$ cat src/rtl/m6502_alu_seq16.sv
// 16-bit ALU sequencer: runs one operation as two byte-wide passes through an
// external 6502-style 8-bit ALU (low byte, then high byte) and registers the result and flags.
module m6502_alu_seq16 (
    input  logic        clk,
    input  logic        reset,
    input  logic        start,
    input  logic [2:0]  op,
    input  logic [15:0] a,
    input  logic [15:0] b,
    input  logic        cin,
    output logic        ready,
    output logic        done,
    output logic [15:0] result,
    output logic        carry,
    output logic        zero,
    output logic        negative,
    output logic        overflow,
    output logic [7:0]  alu_operation,
    output logic [7:0]  alu_op_a,
    output logic [7:0]  alu_op_b,
    output logic        alu_carry_in,
    input  logic [7:0]  alu_result,
    input  logic        alu_carry,
    input  logic        alu_zero
);

    localparam logic [2:0] OP_ADD = 3'd0;
    localparam logic [2:0] OP_SUB = 3'd1;
    localparam logic [2:0] OP_INC = 3'd2;
    localparam logic [2:0] OP_DEC = 3'd3;
    localparam logic [2:0] OP_AND = 3'd4;
    localparam logic [2:0] OP_OR  = 3'd5;
    localparam logic [2:0] OP_XOR = 3'd6;
    localparam logic [2:0] OP_CMP = 3'd7;

    typedef enum logic [1:0] {IDLE, LO, HI, DONE} state_t;

    state_t      state, state_next;
    logic [2:0]  op_q;
    logic [15:0] a_q, b_q;
    logic        cin_q;
    logic [7:0]  lo_res, hi_res;
    logic        lo_carry, lo_zero, hi_carry, hi_zero;

    logic [15:0] eff_b;
    logic [7:0]  code;
    logic        cin_lo;
    logic        is_arith;
    logic [15:0] full, res_n;
    logic        carry_n, zero_n, neg_n, ovf_n;

    function automatic logic calc_overflow(input logic signed [15:0] x,
                                           input logic signed [15:0] e,
                                           input logic signed [15:0] r);
        return ((x < 0) == (e < 0)) && ((r < 0) != (x < 0));
    endfunction

    // Effective second operand, ALU code and low-byte carry-in per operation
    always_comb begin
        eff_b    = b_q;
        code     = 8'h21;
        cin_lo   = 1'b0;
        is_arith = ~op_q[2];
        case (op_q)
            OP_ADD: cin_lo = cin_q;
            OP_SUB: begin eff_b = ~b_q;    cin_lo = 1'b1; end
            OP_INC: begin eff_b = 16'h0000; cin_lo = 1'b1; end
            OP_DEC: eff_b = 16'hFFFF;
            OP_AND: code = 8'h01;
            OP_OR:  code = 8'h02;
            OP_XOR: code = 8'h03;
            OP_CMP: code = 8'h31;
            default: code = 8'h00;
        endcase
    end

    assign ready = (state == IDLE) && !done;

    always_comb begin
        state_next    = state;
        alu_operation = 8'h00;
        alu_op_a      = 8'h00;
        alu_op_b      = 8'h00;
        alu_carry_in  = 1'b0;
        case (state)
            IDLE: if (start && ready) state_next = LO;
            LO: begin
                state_next    = HI;
                alu_operation = code;
                alu_op_a      = a_q[7:0];
                alu_op_b      = eff_b[7:0];
                alu_carry_in  = cin_lo;
            end
            HI: begin
                state_next    = DONE;
                alu_operation = code;
                alu_op_a      = a_q[15:8];
                alu_op_b      = eff_b[15:8];
                alu_carry_in  = is_arith & lo_carry;
            end
            DONE: state_next = IDLE;
            default: state_next = IDLE;
        endcase
    end

    // Final result and flags assembled from the two captured byte passes
    always_comb begin
        full    = {hi_res, lo_res};
        res_n   = full;
        carry_n = 1'b0;
        zero_n  = (full == 16'h0000);
        neg_n   = full[15];
        ovf_n   = 1'b0;
        if (op_q == OP_CMP) begin
            res_n  = 16'h0000;
            zero_n = lo_zero & hi_zero;
            neg_n  = 1'b0;
        end else if (is_arith) begin
            carry_n = hi_carry;
            ovf_n   = calc_overflow(a_q, eff_b, full);
        end
    end

    always_ff @(posedge clk or posedge reset) begin
        if (reset) begin
            state    <= IDLE;
            done     <= 1'b0;
            op_q     <= 3'd0;
            a_q      <= 16'h0000;
            b_q      <= 16'h0000;
            cin_q    <= 1'b0;
            lo_res   <= 8'h00;
            lo_carry <= 1'b0;
            lo_zero  <= 1'b0;
            hi_res   <= 8'h00;
            hi_carry <= 1'b0;
            hi_zero  <= 1'b0;
            result   <= 16'h0000;
            carry    <= 1'b0;
            zero     <= 1'b0;
            negative <= 1'b0;
            overflow <= 1'b0;
        end else begin
            state <= state_next;
            done  <= (state == DONE);
            if (state == IDLE && start && ready) begin
                op_q  <= op;
                a_q   <= a;
                b_q   <= b;
                cin_q <= cin;
            end
            if (state == LO) begin
                lo_res   <= alu_result;
                lo_carry <= alu_carry;
                lo_zero  <= alu_zero;
            end
            if (state == HI) begin
                hi_res   <= alu_result;
                hi_carry <= alu_carry;
                hi_zero  <= alu_zero;
            end
            if (state == DONE) begin
                result   <= res_n;
                carry    <= carry_n;
                zero     <= zero_n;
                negative <= neg_n;
                overflow <= ovf_n;
            end
        end
    end

endmodule

$ cat config.mk
export PLATFORM = sky130hd
export DESIGN_NAME = m6502_alu_seq16
export DESIGN_NICKNAME = d
export VERILOG_FILES = /design/src/rtl/m6502_alu_seq16.sv
export SDC_FILE = /design/constraint.sdc
export NUM_CORES = 1
export LEC_CHECK = 0
export ABC_CLOCK_PERIOD_IN_PS = 8000
export CORE_ASPECT_RATIO = 0.75
export CORE_MARGIN = 1.5
export CORE_UTILIZATION = 52
export CTS_CLUSTER_SIZE = 16
export DETAILED_ROUTE_END_ITERATION = 8
export MAX_ROUTING_LAYER = met4
export PLACE_DENSITY = 0.85
export RECOVER_POWER = 100
export SKIP_LAST_GASP = 1
export SLEW_MARGIN = 30
export SYNTH_ARGS = -nofsm -noshare
export SYNTH_HDL_FRONTEND = slang
export SYNTH_SLANG_ARGS = --single-unit
$ cat constraint.sdc
create_clock -name clk -period 8 [get_ports clk]
set_input_delay 2 -clock clk [delete_from_list [all_inputs] [get_ports clk]]
set_output_delay 2 -clock clk [all_outputs]
set_load 0.02 [all_outputs]
==> results.yml <==
outcome:
  outcome: "finished with violations"
  violations: "capacitance limit, slew limit"
setup_path:
  crit_path_end_kind: "output port"
  crit_arrival_ps: 3040
  crit_start: "state[1]$_DFFE_PP0P_"
  crit_path_cell_trace: "inv_1 -> ha_1 -> nand2_1 -> o22ai_1 -> dlygate4sd3_1"
  slowest_stage: "ha_1"
  crit_type: "reg -> out"
  start_kind: "flip-flop"
  required_ps: 6000
  path_max_fanout: 22
  slowest_delay_ps: 810
  timing.rr.start: "state[0]$_DFFE_PP0P_"
clock_tree:
  cts_resized: 0
  clkSlewWorstSetupHoldPaths_ps: 70
  clock_latency_ps: 340
  clock_path_buffers: 2
  root_buffer: "clkbuf_8"
  ctsHoldBuffers: 0
  post_cts_buffers: 0
  htree_num_levels: 3
  cts_buffers: 9
  cts_sinks: 78
  cts_tree: "yes"
die:
  ios: 96
  initial_utilization: 0.537
  die_h_um: 75.8
  rows: 26
  dieArea_um2: 7580
  core_area_um2: 6830
  die_w_um: 100
sta:
  timing.slew.headroom: -0.0473
  tightestPinTransition_ps: 1570
  final_max_slew_viol_count: 38
  fin_hold_ws_ps: 477
  finalSetupViolCount: 0
  clock_skew_ps: 9.76
  max_clock_freq_mhz: 198
  post-route-period-util: 0.630
  post-route-min-period_ps: 5040
  hold_viol: 0
  rsz0062_at_grt: "false"
  tns_ps: 0
logic_synthesis:
  yosysWarnings: 0
  syn-cell-area_um2: 3670
  ys_top_cells_by_count: "dfrtp_1, mux2_2, nand2_1"
  ys_ff_latch: 78
  synth_edf_count: 0
  avgSynthCellArea_um2: 11.7
  ys_async_sr_fraction: 1.00
  netlist.area_leader.share: 0.532
  synth_seq_area_share: 0.532
  synth-main-ff-cell: "dfrtp_1"
  ys_types: 40
  synthTopCellsByArea: "dfrtp_1, mux2_2, o22ai_1"
  synthCells: 315
  yosysTopAreaCell: "dfrtp_1"
  yosysMostFrequentCell: "dfrtp_1"
global_routing:
  gr-total-overflow: 0
  grt_pass1_wl_um: 12700
  grt_pass1_vias: 2476
  grt_max_degree: 79
  track_usage: 0.231
  grt_antenna_before_repair: 0
min_path:
  hp-class: "reg -> reg"
  worstHoldStart: "zero$_DFFE_PP0P_"
layout:
  stdcell_count: 486
  layout.nets: 451
  multi_input_area_um2: 1450
  final_util: 0.691
  antennaDiodeCount: 0
  final_area_um2: 4720
  syn2layout_area_growth_pct: 28.6
  layout-drive-gt1-share: 0.184
  n_fill_cell: 532
  seqCellArea_um2: 1950
routing:
  met2_wirelength_um: 3760
  highest-signal-layer: "met4"
  drcViolationCount: 0
  num_vias: 2676
  totalWireLength_um: 8180
  first_iter_violations: 181
  drt-pass1-iter-count: 4
  routed_via_density: 5.51
  wl_met3_um: 551
  wire_per_inst_um: 16.8
  wl_met1_um: 3780
  antenna_left: 0
placement:
  place_congestion: 0.791
  placedCellCount: 470
  place_area_um2: 4540
  port-buffer-count: 91
  hpwl_um: 5600
pwr:
  power.density_nw_per_um2: 435
  p_leak_nw: 2.08
  peakVddDrop_v: 0.000183
job:
  maxCapViolations: 1
==> metal layers <==
metal,vias up,global-route usage
met4,0,0.0720
met5,-,-
met1,1315,0.314
met2,97,0.346
met3,7,0.0578
li1,1257,-
==> worst paths after layout <==
kind                                         endpoint  slack (ps)  cells after the start
worst max-delay path                      alu_op_b[6]        2960                      5
min in group asynchronous       result[5]$_DFFE_PP0P_        2290                      3
worst min-delay path                 zero$_DFFE_PP0P_         480                      1
worst max register to register   state[1]$_DFFE_PP0P_        5340                      6
max in group asynchronous        state[1]$_DFFE_PP0P_        5170                      3
worst min register to register       zero$_DFFE_PP0P_         480                      1
==> worst max-delay path, delay by kind of cell (launching register included) <==
family                     cells  cell delay (ps)
adders and majority gates      1              810
buffers and inverters          2              820
DFF                            1              400
and+or+nand+nor                1              400
AOI/OAI and AO/OA              1              270
==> sequential cells by signal (all words and copies together), names as in the netlist, 2 cells and up <==
name	flops
lo_res	8
hi_res	8
op_q	3
result	16
b_q	16
a_q	16
state	2
==> cell type report <==
cell class	count	area share
Clock buffer	13	0.0315
Clock inverter	3	0.00928
Inverter	24	0.0193
Multi-Input combinational cell	191	0.308
Sequential cell	78	0.413
Tap cell	84	0.0223
Timing Repair Buffer	93	0.196
==> per-stage QoR <==
stage                     setup slack (ps)  total power, mW
after floorplan                       4000             1.46
after global placement                3500             1.79
after detailed placement              3390             1.82
after CTS                             2990             2.11
after global routing                  2810             2.19
final                                 2960             2.06
==> placed cells by master (no fill, tap or decap), types with 2 or more instances in the layout <==
master           netlist  routed
dfrtp_1               78      78
mux2_2                56      56
dlygate4sd3_1          0      55
clkdlybuf4s50_1        0      36
nand2_1               32      33
inv_1                 24      23
o22ai_1               23      23
a22oi_1               17      17
clkbuf_8               0      10
nor2_1                 9       9
a21oi_1                8       8
a21boi_0               7       7
nor4_1                 4       4
ha_1                   5       4
conb_1                 1       4
clkbuf_1               5       4
mux2i_1                2       2
nor3_1                 2       2
and3_1                 1       2
o21ai_0                2       2
==> report_power, final <==
part	leakage, nW	total [mW]	internal [mW]	switching [mW]
logic	1.04	1.02	0.488	0.537
clock network	0.0976	0.288	0.153	0.134
registers	0.938	0.743	0.595	0.148
total	2.08	2.06	1.24	0.819
==> cell families (layout without fill, tap and decap cells) <==
family / count (synthesis) / in the layout / share of synthesized area
flops: 78 / 78 / 0.532
mux: 58 / 58 / 0.177
xor+xnor: 2 / 2 / 0.00477
other cells: 1 / 4 / 0.00102
fa+ha+maj: 5 / 5 / 0.0170
simple gates: 58 / 58 / 0.0753
compound gates: 64 / 64 / 0.120
buf+inv: 49 / 133 / 0.0726
No activity file was read; power rests on OpenSTA's default activity.
